$ cat src/rtl/vga_scan_timing.sv
// Raster scan generator: column/line counters for the frame buffer controller, plus sync and
// blanking delayed to meet the controller's pipelined colour.
module vga_scan_timing #(
    parameter int H_ACTIVE = 640,
    parameter int H_FP     = 16,
    parameter int H_SYNC   = 96,
    parameter int H_BP     = 48,
    parameter int V_ACTIVE = 480,
    parameter int V_FP     = 10,
    parameter int V_SYNC   = 2,
    parameter int V_BP     = 33,
    parameter int PIPE_LAT = 3
) (
    input  logic       clk,
    input  logic       reset,
    input  logic       pix_en,
    input  logic       colour_in,
    output logic [9:0] counter_H,
    output logic [9:0] counter_V,
    output logic       hsync,
    output logic       vsync,
    output logic       video_on,
    output logic       pixel,
    output logic       line_start,
    output logic       frame_start
);

    localparam int H_TOTAL = H_ACTIVE + H_FP + H_SYNC + H_BP;
    localparam int V_TOTAL = V_ACTIVE + V_FP + V_SYNC + V_BP;

    // 11-bit bounds so a sum that reaches 1024 still compares correctly
    localparam logic [10:0] H_VIS_END = 11'(H_ACTIVE);
    localparam logic [10:0] H_SYN_BEG = 11'(H_ACTIVE + H_FP);
    localparam logic [10:0] H_SYN_END = 11'(H_ACTIVE + H_FP + H_SYNC);
    localparam logic [10:0] V_VIS_END = 11'(V_ACTIVE);
    localparam logic [10:0] V_SYN_BEG = 11'(V_ACTIVE + V_FP);
    localparam logic [10:0] V_SYN_END = 11'(V_ACTIVE + V_FP + V_SYNC);
    localparam logic [9:0]  H_LAST    = 10'(H_TOTAL - 1);
    localparam logic [9:0]  V_LAST    = 10'(V_TOTAL - 1);

    typedef struct packed {
        logic hs;
        logic vs;
        logic vis;
    } tim_t;

    localparam tim_t C_IDLE = '{hs: 1'b1, vs: 1'b1, vis: 1'b0};

    logic [9:0]               r_cnt_h;
    logic [9:0]               r_cnt_v;
    tim_t [PIPE_LAT:0]        r_dly;
    logic                     r_pixel;
    logic                     r_line_start;
    logic                     r_frame_start;

    logic                     w_h_wrap;
    logic                     w_v_wrap;
    tim_t                     w_raw;
    tim_t [PIPE_LAT+1:0]      w_chain;
    logic [10:0]              w_h11;
    logic [10:0]              w_v11;

    assign w_h11    = {1'b0, r_cnt_h};
    assign w_v11    = {1'b0, r_cnt_v};
    assign w_h_wrap = (r_cnt_h == H_LAST);
    assign w_v_wrap = (r_cnt_v == V_LAST);

    assign w_raw.hs  = !((w_h11 >= H_SYN_BEG) && (w_h11 < H_SYN_END));
    assign w_raw.vs  = !((w_v11 >= V_SYN_BEG) && (w_v11 < V_SYN_END));
    assign w_raw.vis = (w_h11 < H_VIS_END) && (w_v11 < V_VIS_END);

    // w_chain[0] is the raw timing, w_chain[k+1] the k-th delay stage
    assign w_chain = {r_dly, w_raw};

    always_ff @(posedge clk) begin
        if (!reset) begin
            r_cnt_h       <= '0;
            r_cnt_v       <= '0;
            r_dly         <= {(PIPE_LAT+1){C_IDLE}};
            r_pixel       <= 1'b0;
            r_line_start  <= 1'b0;
            r_frame_start <= 1'b0;
        end else begin
            r_line_start  <= 1'b0;
            r_frame_start <= 1'b0;
            if (pix_en) begin
                if (w_h_wrap) begin
                    r_cnt_h <= '0;
                    r_cnt_v <= w_v_wrap ? 10'd0 : r_cnt_v + 10'd1;
                end else begin
                    r_cnt_h <= r_cnt_h + 10'd1;
                end
                r_dly         <= w_chain[PIPE_LAT:0];
                // gate with the stage about to become the output so pixel and video_on stay paired
                r_pixel       <= colour_in & w_chain[PIPE_LAT].vis;
                r_line_start  <= w_h_wrap;
                r_frame_start <= w_h_wrap & w_v_wrap;
            end
        end
    end

    assign counter_H   = r_cnt_h;
    assign counter_V   = r_cnt_v;
    assign hsync       = w_chain[PIPE_LAT+1].hs;
    assign vsync       = w_chain[PIPE_LAT+1].vs;
    assign video_on    = w_chain[PIPE_LAT+1].vis;
    assign pixel       = r_pixel;
    assign line_start  = r_line_start;
    assign frame_start = r_frame_start;

endmodule

$ cat config.mk
export PLATFORM = sky130hd
export DESIGN_NAME = vga_scan_timing
export DESIGN_NICKNAME = d
export VERILOG_FILES = /design/src/rtl/vga_scan_timing.sv
export SDC_FILE = /design/constraint.sdc
export NUM_CORES = 1
export LEC_CHECK = 0
export ABC_AREA = 1
export BUFFER_PORTS_ARGS = -buffer_cell sky130_fd_sc_hd__clkbuf_2
export CORE_MARGIN = 5
export CORE_UTILIZATION = 40
export CTS_BUF_LIST = sky130_fd_sc_hd__clkbuf_16
export CTS_CLUSTER_SIZE = 8
export DETAILED_ROUTE_END_ITERATION = 10
export PLACE_DENSITY = 0.67
export SYNTH_ARGS = -nofsm -noshare
export SYNTH_HDL_FRONTEND = slang
export SYNTH_SLANG_ARGS = --single-unit
$ cat constraint.sdc
create_clock -name clk -period 1.4 [get_ports clk]
set_input_delay 0.14 -clock clk [delete_from_list [all_inputs] [get_ports clk]]
set_output_delay 0.14 -clock clk [all_outputs]
set_load 0.02 [all_outputs]
; Word-level counts from Yosys, hierarchy flattened
; Cells that the tools add are included.
; W data, S select, Z words.
[word_totals]
regBits = 35
latchBits = 0
mem_bits_rw = 0
rom_bits = 0
output_inout_bits = 26
memories = 0
[classes]
n_addsub = 2
mul = 0
div = 0
magnitude_cmp = 6
eq_ne = 2
shift = 0
mux = 2
bitwise = 2
n_reduce_logical = 7
[ops]
columns = operator, n
row1 = $add A10 B1 Y10 const B, 2
row2 = $eq A10 B10 Y1 const B, 2
row3 = $lt A10 B10 Y1 const B, 2
row4 = $lt A10 B9 Y1 const B, 2
row5 = $mux W10, 2
row6 = $ge A10 B10 Y1 const B, 1
row7 = $ge A10 B9 Y1 const B, 1
row8 = $reduce_and A2 Y1, 2
row9 = $logic_and A1 B1 Y1, 3
row10 = $and A1 B1 Y1, 2
row11 = $logic_not A1 Y1, 2

; Logic depth before layout (Yosys ltp)
[depth]
ltp_word = 3
depth_mapped = 10
ltp_nobuf = 10

; Worst setup path after synthesis
; OpenSTA, ideal clock, no wires.
[synth_timing]
path_type = register -> register
start = register r_cnt_h[0], in the netlist counter_H[0]
end = register r_cnt_v[9], in the netlist counter_V[9]
t_arrival_ns = 1.466
required_ns = 1.286
slack_ns = -0.180
stages_incl_launch_ff = 9
cell_sequence = dfxtp_1 > ha_1 > nand2_1 > nor2_4 > nand3_1 > nand2_2 > nand2_4 > nand2_1 > nor2_2
[synth_between]
elab_chain_cells = 2
[synth_lines]
columns = element, line_no
row1 = from (decl), 49  ; logic [9:0] r_cnt_h;
row2 = from (signal assigned), 91  ; r_cnt_h <= r_cnt_h + 10'd1;
row3 = $eq A10 B10 Y1, 65  ; assign w_h_wrap = (r_cnt_h == H_LAST);
row4 = $reduce_and A2 Y1 (no source line), n/a
row5 = to (signal assigned), 89  ; r_cnt_v <= w_v_wrap ? 10'd0 : r_cnt_v + 10'd1;
row6 = to (decl), 50  ; logic [9:0] r_cnt_v;
; Every way passes these cells.
; A chain may end at the register's enable or synchronous reset.

; Worst setup path after layout
[layout_timing]
start = register r_cnt_h[1], in the netlist counter_H[1]
end = register r_cnt_v[9], in the netlist counter_V[9]
; Same word-level chain as after synthesis.

==> impl_results.md <==
- CP delay by family, top: simple AND/OR/NAND/NOR gates
- Seq/Total Area, Yosys: 43.0%
- Max Root-Sink Buffers: 2
- Core Area: slightly below 0.004 mm2
- Area leader, netlist: dfxtp_1
- Syn Std Cell Area: 0.00163 mm2
- CTS Buf Count: 5
- DR iter-0 viols: 115
- Pwr Total: 2.42 mW
- Crit Path Max Fanout: 11
- Outcome: finished clean
- M2 GR Usage: 24.2%
- Netlist cell types: 29
- Area contributors post-synth: dfxtp_1 43%, nand2_1 12%, nand3_1 7.4%
- Top-area cell type share of the netlist area: 43.0%
- Filler Cells Inserted: 383
- Die height: around 74 um
- Final Hold Slack: roughly 0.12 ns
- Register area: 711 um2
- Pleak: 1.03 nW
- Synth-to-Final Area Change: 35.3%
- Element type at the critical path start: flip-flop
- Yosys reg bits: 35
- Detailed placer's ending HPWL: 2890 um
- CP Buf/Inv Count: 2
- Layout cell share with drive strength beyond 1: 28.8%
- Die X: 73.8 um
- Total number of vias: 1606
- Clock sinks: 35
- EDFF count, synth: 0
- CP Cell Sequence: ha_4, nand2_2, nor2_4, inv_2, nor2_4, buf_12, nand3_2, nor2_1, nor2_2
- Drt total wl: 3890 um
- Final setup vio count: 0
- Average cell area after synthesis: 7.15 um2
- Gp weighted congestion: 0.859
- DRC Markers: 0
- Max VDD drop: 0.000566 V
- CTS Root Buffer Type: clkbuf_16
- Met3 GRT Util: 4.10%
- Fin nets: 289
- Port buffer count: 29
- Largest net degree at the start of global routing: 18
- Slew margin rel.: 79.3%
- Hold Crit Class: in -> reg
- Most used cell, CP: nor2_4
- Syn_nets: 237
- Routed len/inst: 11.7 um
- Worst endpoint data arrival time: 1.53 ns
- CTS tree: yes
- CTS H-tree lvls: 2
- Power Dens Cells: 1100 mW/mm2
- Post-Layout Cell Count: 331
- Initial antenna violation count: 0
- Slowest stage cell, crit path: dfxtp_4
- Clock Latency Late Sink: roughly 0.28 ns
- Final worst-path cycle share: 97.6%
- Unrepaired setup endpoints after global routing: yes
- Total GRT Usage: 15.2%
- Critical path's largest stage delay: 0.37 ns
- Post-synth ARST share: 0%
- Post-placement cell count: ~320
- Overflow after GRT: 0
- Area of the multi-input gates: a little over 800 um2
- Initial core utilization: between 40% and 50%
- Total iterations of the first detailed-routing run: 4
- GR Layer Usage met1: approximately a fifth
- Worst EP required: 1.57 ns
- Cells after synthesis: 228
- Most numerous cell in the Yosys netlist: nand2_1
- Main synth FF type: dfxtp_1
- Worst slack, placed: -0.0137 ns
- Busiest layer in global routing: met2
- Vias in the first global route: between 1000 and 1500
- I/O pin count: 30
- Die area: 0.00545 mm2
- MaxCap Viol Count: 0
- Antenna cells: 0
- Remaining antenna violation count after routing: 0
- Clock transition at the registers of the reported paths: roughly 0.060 ns
- Final WS setup: 0.0334 ns
- Cts hold-fix bufs: 0
- Synth cell count leaders: 54 x nand2_1, 35 x dfxtp_1, 31 x nor2_1
- Vias per inst: 4.85
- Fmax: 732 MHz
- Nature of the critical path endpoint: flip-flop
- Final hold vios: 0
- Final Util: 55.5%
- Setup Skew: 0.00488 ns
- Final count of pins violating max slew: 0
- Least-Margin Pin Slew: ~0.3 ns
- First-pass GRT wire length: 6350 um
- Row cnt: 23
- Warnings, synthesis: 0
- Fin crit period: 1.37 ns
- Setup CP Type: reg -> reg
-- area by class of cell --
cell class / count / share of cell area, %
clock buffers: 5 / 5.68
clock inverters: 3 / 1.99
inverters: 29 / 4.94
multi-input cells: 158 / 37.7
flip-flops and latches: 35 / 32.2
well taps: 50 / 2.84
repair buffers: 51 / 14.6
-- state kept, by name, indices dropped and copies added (netlist names) --
name	count
counter_H	10
counter_V	10
frame_start	1
hsync	1
line_start	1
pixel	1
r_dly	9
video_on	1
vsync	1
-- worst reg2reg max path, stage by stage, from the launching register on --
cell	delay [ns]
dfxtp_4	0.37
ha_4	0.13
nand2_2	0.07
nor2_4	0.13
inv_2	0.06
nor2_4	0.12
buf_12	0.13
nand3_2	0.06
nor2_1	0.14
nor2_2	0.05
-- cell usage in the layout, fill, tap and decap left out --
master,n
a21oi_1,12
clkinv_2,1
nand2_2,4
a211oi_1,4
ha_1,4
clkbuf_16,5
nand4_1,2
clkinv_4,1
o21ai_0,6
a22oi_1,1
clkinv_1,1
nor3b_2,1
buf_12,1
nor2_1,30
nor3_1,3
nor3b_1,1
clkbuf_2,29
nand3_2,3
dfxtp_1,31
o22ai_1,1
nor2_2,2
xnor2_1,1
ha_4,1
inv_1,26
a221oi_1,1
nand3_1,22
nor2_4,2
dfxtp_4,2
dfxtp_2,2
buf_4,21
o2111ai_1,1
xor2_1,1
o21ai_2,1
nand2_1,52
inv_2,2
bufinv_16,1
nand2_4,2
-- routing by layer --
layer / part of all wire [%] / routed length, um / vias to the layer above
li1: - / - / 834
met1: 47 / 1830 / 742
met2: 49 / 1890 / 25
met3: 2.8 / 110 / 5
met4: 1.4 / 56 / 0
met5: 0 / 0 / -
-- repair_timing --
action	in CTS	in global routing
setup buffers	0	1
gates resized for setup	1	6
hold endpoints to repair	0	0
endpoints found under the setup margin	5	16
pin swaps	0	2
-- report_power, final --
group / total [mW] / leakage, nW / switching (mW) / internal [mW]
registers: 1.04 / 0.287 / 0.0165 / 1.02
logic: 0.134 / 0.656 / 0.0857 / 0.0480
clock network: 1.25 / 0.0838 / 0.412 / 0.838
total: 2.42 / 1.03 / 0.514 / 1.91
-- cells by family after synthesis --
family,count (synthesis),synth area share [%]
compound gates,27,9.83
xor+xnor,2,1.08
fa+ha+maj,5,3.84
buf+inv,35,8.76
flops,35,43.0
simple gates,124,33.5
-- path summary, 6_finish.rpt --
kind | startpoint | endpoint | slack (ns) | cells after the start
hold reg to reg | r_dly[5] | r_dly[5] | 0.46 | 2
setup / recovery | counter_H[1] | counter_V[9] | 0.03 | 9
setup reg to reg | counter_H[1] | counter_V[9] | 0.03 | 9
hold / removal | colour_in | pixel | 0.12 | 3
-- metrics by stage --
stage	area [um2]	setup TNS (ns)
finish	2200	0
global route	2200	-0.223
CTS	2170	0
detailed placement	2000	-0.0137
global placement	2000	0
floorplan	1660	0
No activity file was read; power rests on OpenSTA's default activity.
